<file path="src/rtl/command_pkg.sv">
// Shared constants and types for the command framer: frame length,
// transmit state encoding and reply error-byte bit positions.
package command_pkg;

  localparam int unsigned FRAME_BYTES = 3;

  localparam int unsigned ERR_INVALID_CMD_BIT  = 0;
  localparam int unsigned ERR_INVALID_DATA_BIT = 1;
  localparam int unsigned ERR_OVERFLOW_BIT     = 7;

  typedef enum logic [1:0] {
    TX_IDLE = 2'd0,
    TX_B0   = 2'd1,
    TX_B1   = 2'd2,
    TX_B2   = 2'd3
  } tx_state_t;

endpackage

</file>
<file path="src/rtl/reply_fifo.sv">
// Reply word FIFO: wrap-around pointers plus a separate occupancy count.
// The caller gates push so that a full FIFO is only written alongside a pop.
module reply_fifo #(
  parameter int unsigned DEPTH = 4
) (
  input  logic                     clk,
  input  logic                     reset,
  input  logic                     push,
  input  logic                     pop,
  input  logic [23:0]              push_data,
  output logic [23:0]              head,
  output logic                     full,
  output logic                     empty,
  output logic [$clog2(DEPTH):0]   count
);

  localparam int unsigned AW = $clog2(DEPTH);
  localparam logic [AW:0] ONE = 1;
  localparam logic [AW:0] CAPACITY = (AW+1)'(DEPTH);

  logic [23:0]   mem [DEPTH];
  logic [AW-1:0] wptr;
  logic [AW-1:0] rptr;

  always_ff @(posedge clk) begin
    if (push) mem[wptr] <= push_data;
  end

  always_ff @(posedge clk) begin
    if (reset) begin
      wptr  <= '0;
      rptr  <= '0;
      count <= '0;
    end else begin
      if (push) wptr <= wptr + 1'b1;
      if (pop)  rptr <= rptr + 1'b1;
      unique case ({push, pop})
        2'b10:   count <= count + ONE;
        2'b01:   count <= count - ONE;
        default: count <= count;
      endcase
    end
  end

  assign head  = mem[rptr];
  assign full  = (count == CAPACITY);
  assign empty = (count == '0);

endmodule

</file>
<file path="src/rtl/command_framer.sv">
// Host byte-stream framer: assembles 3-byte command words with an idle
// timeout, and serialises 24-bit reply words from a FIFO back to the host.
module command_framer #(
  parameter int unsigned REPLY_DEPTH    = 4,
  parameter int unsigned TIMEOUT_CYCLES = 50000
) (
  input  logic        i_command_clk,
  input  logic        i_reset,
  input  logic        i_rx_valid,
  input  logic [7:0]  i_rx_byte,
  output logic        o_command,
  output logic [23:0] o_command_data,
  input  logic        i_reply,
  input  logic [23:0] i_reply_data,
  output logic        o_overflow,
  output logic        o_tx_valid,
  output logic [7:0]  o_tx_byte,
  input  logic        i_tx_ready,
  output logic        o_frame_drop
);

  import command_pkg::*;

  localparam int unsigned AW = $clog2(REPLY_DEPTH);
  localparam logic [AW:0] ONE_ENTRY = 1;
  localparam logic [15:0] TIMEOUT = 16'(TIMEOUT_CYCLES);
  localparam logic [1:0]  LAST_BYTE = 2'(FRAME_BYTES - 1);

  // ---------------- receive path ----------------
  logic [1:0]  rx_count;
  logic [15:0] rx_hold;
  logic [15:0] idle_count;
  logic        timeout_hit;

  assign timeout_hit = !i_rx_valid && (rx_count != '0) && (idle_count >= TIMEOUT);

  always_ff @(posedge i_command_clk) begin
    if (i_reset) begin
      rx_count       <= '0;
      rx_hold        <= '0;
      idle_count     <= '0;
      o_command      <= 1'b0;
      o_command_data <= '0;
      o_frame_drop   <= 1'b0;
    end else begin
      o_command    <= 1'b0;
      o_frame_drop <= 1'b0;
      if (i_rx_valid) begin
        idle_count <= '0;
        if (rx_count == LAST_BYTE) begin
          o_command_data <= {rx_hold, i_rx_byte};
          o_command      <= 1'b1;
          rx_count       <= '0;
        end else begin
          rx_hold  <= {rx_hold[7:0], i_rx_byte};
          rx_count <= rx_count + 2'd1;
        end
      end else begin
        if (idle_count != '1) idle_count <= idle_count + 16'd1;
        if (timeout_hit) begin
          rx_count     <= '0;
          o_frame_drop <= 1'b1;
        end
      end
    end
  end

  // ---------------- transmit path ----------------
  tx_state_t   state, state_next;
  logic [23:0] head;
  logic        fifo_full, fifo_empty;
  logic [AW:0] fifo_count;
  logic        pop, push_ok;
  logic        tx_valid;
  logic [7:0]  tx_byte;

  assign push_ok    = i_reply && (!fifo_full || pop);
  assign o_overflow = i_reply && fifo_full && !pop && !i_reset;

  reply_fifo #(.DEPTH(REPLY_DEPTH)) u_reply_fifo (
    .clk       (i_command_clk),
    .reset     (i_reset),
    .push      (push_ok),
    .pop       (pop),
    .push_data (i_reply_data),
    .head      (head),
    .full      (fifo_full),
    .empty     (fifo_empty),
    .count     (fifo_count)
  );

  always_ff @(posedge i_command_clk) begin
    if (i_reset) state <= TX_IDLE;
    else         state <= state_next;
  end

  // i_reply rather than push_ok decides B2->B0 to avoid a pop/push loop;
  // at one entry the FIFO cannot be full, so a reply is always accepted.
  always_comb begin
    state_next = state;
    tx_valid   = 1'b0;
    tx_byte    = '0;
    pop        = 1'b0;
    unique case (state)
      TX_IDLE: if (!fifo_empty) state_next = TX_B0;
      TX_B0: begin
        tx_valid = 1'b1;
        tx_byte  = head[23:16];
        if (i_tx_ready) state_next = TX_B1;
      end
      TX_B1: begin
        tx_valid = 1'b1;
        tx_byte  = head[15:8];
        if (i_tx_ready) state_next = TX_B2;
      end
      TX_B2: begin
        tx_valid = 1'b1;
        tx_byte  = head[7:0];
        if (i_tx_ready) begin
          pop        = 1'b1;
          state_next = ((fifo_count > ONE_ENTRY) || i_reply) ? TX_B0 : TX_IDLE;
        end
      end
      default: state_next = TX_IDLE;
    endcase
  end

  assign o_tx_valid = tx_valid && !i_reset;
  assign o_tx_byte  = i_reset ? '0 : tx_byte;

endmodule
</file>
<file path="config.mk">
export PLATFORM = sky130hd
export DESIGN_NAME = command_framer
export DESIGN_NICKNAME = d
export VERILOG_FILES = /design/src/rtl/command_pkg.sv /design/src/rtl/reply_fifo.sv /design/src/rtl/command_framer.sv
export SDC_FILE = /design/constraint.sdc
export NUM_CORES = 1
export LEC_CHECK = 0
export CAP_MARGIN = 20
export CORE_UTILIZATION = 58
export CTS_BUF_LIST = sky130_fd_sc_hd__clkbuf_2
export CTS_CLUSTER_SIZE = 28
export DETAILED_ROUTE_END_ITERATION = 16
export PLACE_DENSITY = 0.82
export SYNTH_ARGS = -nofsm -noshare
export SYNTH_HDL_FRONTEND = slang
export SYNTH_SLANG_ARGS = --single-unit
</file>
<file path="constraint.sdc">
create_clock -name i_command_clk -period 2.4 [get_ports i_command_clk]
set_input_delay 0.72 -clock i_command_clk [delete_from_list [all_inputs] [get_ports i_command_clk]]
set_output_delay 0.72 -clock i_command_clk [all_outputs]
set_load 0.02 [all_outputs]
</file>
## Word-level counts from Yosys, hierarchy flattened

Memory sizes are Yosys's and may differ from the RTL's. A register that Yosys moved wholly into a read port is not among the register bits.
Index checks and enable logic that the tools add are counted.

| storage, ports and cells | value |
|---|---|
| register bits after elaboration | 69 |
| RAM bits | 96 |
| output and inout bits | 36 |
| word-level logic and storage cells | 78 |
| memories kept | 1 |

Memories:

| name | depth | bits a word | rd ports | clocked after Yosys merged registers in | wr ports | line | source |
|---|---|---|---|---|---|---|---|
| u_reply_fifo.mem | 4 | 24 | 1 | 1 | 1 | reply_fifo.sv:21 | `logic [23:0] mem [DEPTH];` |

| operators by class | value |
|---|---|
| add/sub/neg operators | 6 |
| order comparisons | 2 |
| eq/ne operators | 12 |
| muxes and demuxes | 21 |
| bitwise gates (word level) | 2 |
| reduce and logical (&&, ||, !) cells | 24 |

Operator list:

| operator | count |
|---|---|
| $pmux W8 S3 | 1 |
| $mux W2 | 9 |
| $add A16 B1 Y16 const B | 1 |
| $ge A16 B16 Y1 const B | 1 |
| $ne A16 B16 Y1 const B | 1 |
| $eq A2 B2 Y1 const B | 4 |
| $mux W1 | 8 |
| $mux W8 | 1 |
| $ne A2 B2 Y1 const B | 4 |
| $pmux W2 S4 | 1 |
| $logic_and A1 B1 Y1 | 7 |
| $add A2 B1 Y2 const B | 3 |
| $pmux W3 S2 | 1 |
| $reduce_bool A2 Y1 | 3 |
| $eq A2 B1 Y1 const B | 2 |
| $logic_not A1 Y1 | 4 |
| $reduce_and A2 Y1 | 2 |
| $reduce_and A4 Y1 | 1 |
| $reduce_or A2 Y1 | 2 |
| $add A3 B1 Y3 const B | 1 |
| $eq A3 B3 Y1 const B | 1 |
| $gt A3 B1 Y1 const B | 1 |
| $logic_not A3 Y1 | 1 |
| $reduce_or A3 Y1 | 1 |
| 4 further kinds | 6 |

## Depth between registers and ports, before layout

| logic depth | value |
|---|---|
| depth after elaboration | 6 |
| depth in mapped cells | 8 |
| mapped depth without buffers | 8 |

## By module

From an unflattened synthesis, not the netlist that was laid out.

| second synthesis, totals | value |
|---|---|
| cell total of the unflattened synthesis | 509 |
| area, all modules | 6,631.4 sq um |

Modules (own cells, without submodules):

| module | instances | cells each | area each (sq um) |
|---|---|---|---|
| reply_fifo | 1 | 173 | 3,937.5 |
| command_framer | 1 | 336 | 2,693.8 |

## Least setup slack after synthesis

OpenSTA, ideal clock, no wires.

| timing path | value |
|---|---|
| kind | input -> output |
| start | input i_tx_ready |
| end | output o_overflow |
| arrival | 1,826 ps |
| data required time | 1,680 ps |
| path slack | -146 ps |
| stages on the path | 4 |
| path buffers | 1 |
| path through | and2_1 > clkbuf_1 > or2_2 > nor3b_1 |

| on the way | value |
|---|---|
| longest elaborated chain between the ends | 5 |

RTL lines:

| item | line | source |
|---|---|---|
| start, declared | command_framer.sv:18 | `input logic i_tx_ready,` |
| $mux W1 | command_framer.sv:119 | `if (i_tx_ready) begin` |
| $mux W1 | command_framer.sv:104 | `unique case (state)` |
| via pop | command_framer.sv:73 | `logic pop, push_ok;` |
| $logic_not A1 Y1 | command_framer.sv:78 | `assign o_overflow = i_reply && fifo_full && !pop && !i_reset;` |
| $logic_and A1 B1 Y1 (2 in series) | command_framer.sv:78 |  |
| end, declared | command_framer.sv:15 | `output logic o_overflow,` |

The timed path passes the listed nets, and every way through them passes these cells.

==> qor.yml <==
syn_area_per_cell_sq_um: 12.3
cts_tree: "yes"
final_cell_mix: "edfxtp_1, nand2_1, dfxtp_1"
fin_worst_skew_ns: 0.0204
fillers: 706
yosys_warnings: 0
status: "finished, violations left"
coreArea_sq_um: 11000
drive_gt1_share_pct: 22.1
clk_pin_slew_ns: 0.23
antenna_found_initial: 1
leakage_nw: 2.90
setup_ws_ns: -0.527
synth_nets: 595
synth-edff-count: 96
drcViolationCount: 0
fp-row-count: 38
num_vias: 4570
viasPerCell: 5.71
p_sw_share_pct: 28.4
drtPass1Iterations: 5
cts_buffers: 17
finalSetupTns_ns: -4.54
finalCriticalPeriod_ns: 2.93
wirelength_microns: 14500
drt_first_iter_violations: 237
p_int_mw: 4.25
synthToLayoutAreaGrowth_pct: 23.7
worstSkewPairLatency_ns: 0.68
cts_buffer_depth: 2
fp.dieW_microns: 109
cts.sinks: 167
synthCells: 542
worstSetupPathType: "reg2out"
initial_utilization_pct: 60.5
hold_class: "reg2reg"
async_flop_share_pct: 0
share_comb_of_total_power_pct: 20.7
htreeDepth: 4
syn_area_sq_um: 6680
seqPwrFrac_pct: 54.9
grt-ovfl-total: 0
end_kind: "primary output"
crit_path_max_fanout: 5
n_antenna_cell: 0
finalPower_mw: 5.94
vdd_drop_max_mv: 0.469
grt_pass1_wl_microns: 22300
portBuffers: 72
wl_per_cell_microns: 18.1
ios: 73
globalRouteTotalUtil_pct: 25.4
cp.required_ns: 1.68
yosysSeqAreaShare_pct: 64.5
power_per_cell_area_nw_per_um2: 719
timing.final.crit_share_pct: 122
ant_nets: 0
relSlewSlack_pct: 65.3
startpoint_type: "flop"
setup_viol_count_final: 10
finalHoldViolations: 0
die_y_microns: 109
worstMarginPinSlew_ns: 0.508
root_buffer: "clkbuf_2"
gp_congestion: 0.875
p_sw_mw: 1.69
hold_buffers: 0
max_cap_violations: 0
die_area_sq_um: 11900
ys_ff_latch: 167
layout_commonest_cell: "edfxtp_1"
grt_start_max_net_pins: 56
dpl.hpwl_microns: 8760
rsz0062_at_grt: "yes"
fin_nets: 701
grt_pass1_vias: 4641
clock_power_share_pct: 24.5
violations: "setup timing"
arrival_ns: 2.21
fmax_ghz: 0.342
slew_viol_final: 0
synth_ff_type: "edfxtp_1"
ys_types: 44
cell type report:
cell class                      count  area [sq um]  share of cell area [%]
Clock buffer                       18          90.1                    1.09
Clock inverter                     14           150                    1.82
Inverter                           12          50.0                   0.606
Multi-Input combinational cell    337          2370                    28.8
Sequential cell                   167          4310                    52.3
Tap cell                          140           175                    2.12
Timing Repair Buffer              113          1100                    13.3
kinds of logic after synthesis:
family	count (synthesis)	share of synthesized area [%]
DFF	167	64.5
AOI/OAI and AO/OA	102	8.62
muxes	36	8.40
xor gates and xnor gates	10	1.31
and+or+nand+nor	172	11.9
adders and majority gates	16	3.00
buffers and inverters	39	2.25
per-stage QoR:
step / hold WS, ns / area [sq um] / std cells / worst slack (ns) / utilization, %
CTS: 0.463 / 8120 / 799 / -0.569 / 73.6
global placement: 0.438 / 7800 / 761 / -0.767 / 70.7
floorplan: 0.432 / 6680 / 542 / 0.0436 / -
global route: 0.483 / 8250 / 801 / -0.671 / 74.8
detailed placement: 0.449 / 7800 / 761 / -0.785 / 70.7
finish: 0.455 / 8250 / 801 / -0.527 / 74.8
per-layer routing:
layer	wire [microns]	up-vias	share of wire, %	global-route usage (%)
met2	7580	165	52	44.4
met5	11	-	0.076	0
met4	264	2	1.8	9.24
met3	932	29	6.4	7.35
met1	5730	2181	39	29.6
li1	-	2193	-	-
cells in the mapped netlist, drive strengths merged (6+ instances only):
| library cell | n | area share, % |
|---|---|---|
| o22ai | 9 | 0.84 |
| nor2 | 25 | 1.4 |
| nor4 | 6 | 0.88 |
| mux2i | 20 | 3.0 |
| nand3 | 8 | 0.60 |
| clkbuf | 21 | 1.2 |
| dfxtp | 71 | 21 |
| nand2 | 100 | 5.6 |
| ha | 16 | 3.0 |
| inv | 12 | 0.67 |
| a21oi | 65 | 4.9 |
| xnor2 | 6 | 0.79 |
| buf | 6 | 0.39 |
| edfxtp | 96 | 43 |
| o21ai | 10 | 0.75 |
| or2 | 6 | 0.60 |
| mux4 | 16 | 5.4 |
power by group through the flow:
stage,clock (mW),combinational [mW],sequential [mW]
5_1_grt,1.59,1.31,3.27
2_1_floorplan,0,0.503,3.30
4_1_cts,1.48,1.09,3.25
6_report,1.45,1.23,3.26
3_3_place_gp,0,0.925,3.29
3_5_place_dp,0,0.957,3.30
repair_timing:
action / 4_1_cts / 5_1_grt
resized for setup: 97 / 34
endpoints found under the setup margin: 36 / 10
cloned: 2 / 1
buffers inserted: 4 / 2
pin swaps: 7 / 20
sequential cells by signal, indices dropped and copies added (netlist names), named ones only:
name                cells
idle_count             16
o_command               1
o_command_data         24
o_frame_drop            1
rx_count                2
rx_hold                16
state                   2
u_reply_fifo.count      3
u_reply_fifo.mem       96
u_reply_fifo.rptr       2
u_reply_fifo.wptr       2
worst max-delay path, stage by stage, from the launching register on:
cell	delay (ns)
dfxtp_4	0.46
buf_12	0.15
mux4_2	0.51
a21oi_2	0.18
a21oi_2	0.09
buf_6	0.13
path summary, 6_finish.rpt:
| kind | from | to | slack, ns | cells past startpoint |
|---|---|---|---|---|
| setup / recovery | flop | o_tx_byte[2] | -0.53 | 5 |
| hold / removal | rx_hold[13] | o_command_data[21] | 0.46 | 2 |
| setup reg to reg | state[1] | u_reply_fifo.count[2] | 0.28 | 8 |
| hold reg to reg | rx_hold[13] | o_command_data[21] | 0.46 | 2 |
Power figures use the tool's default switching activity.
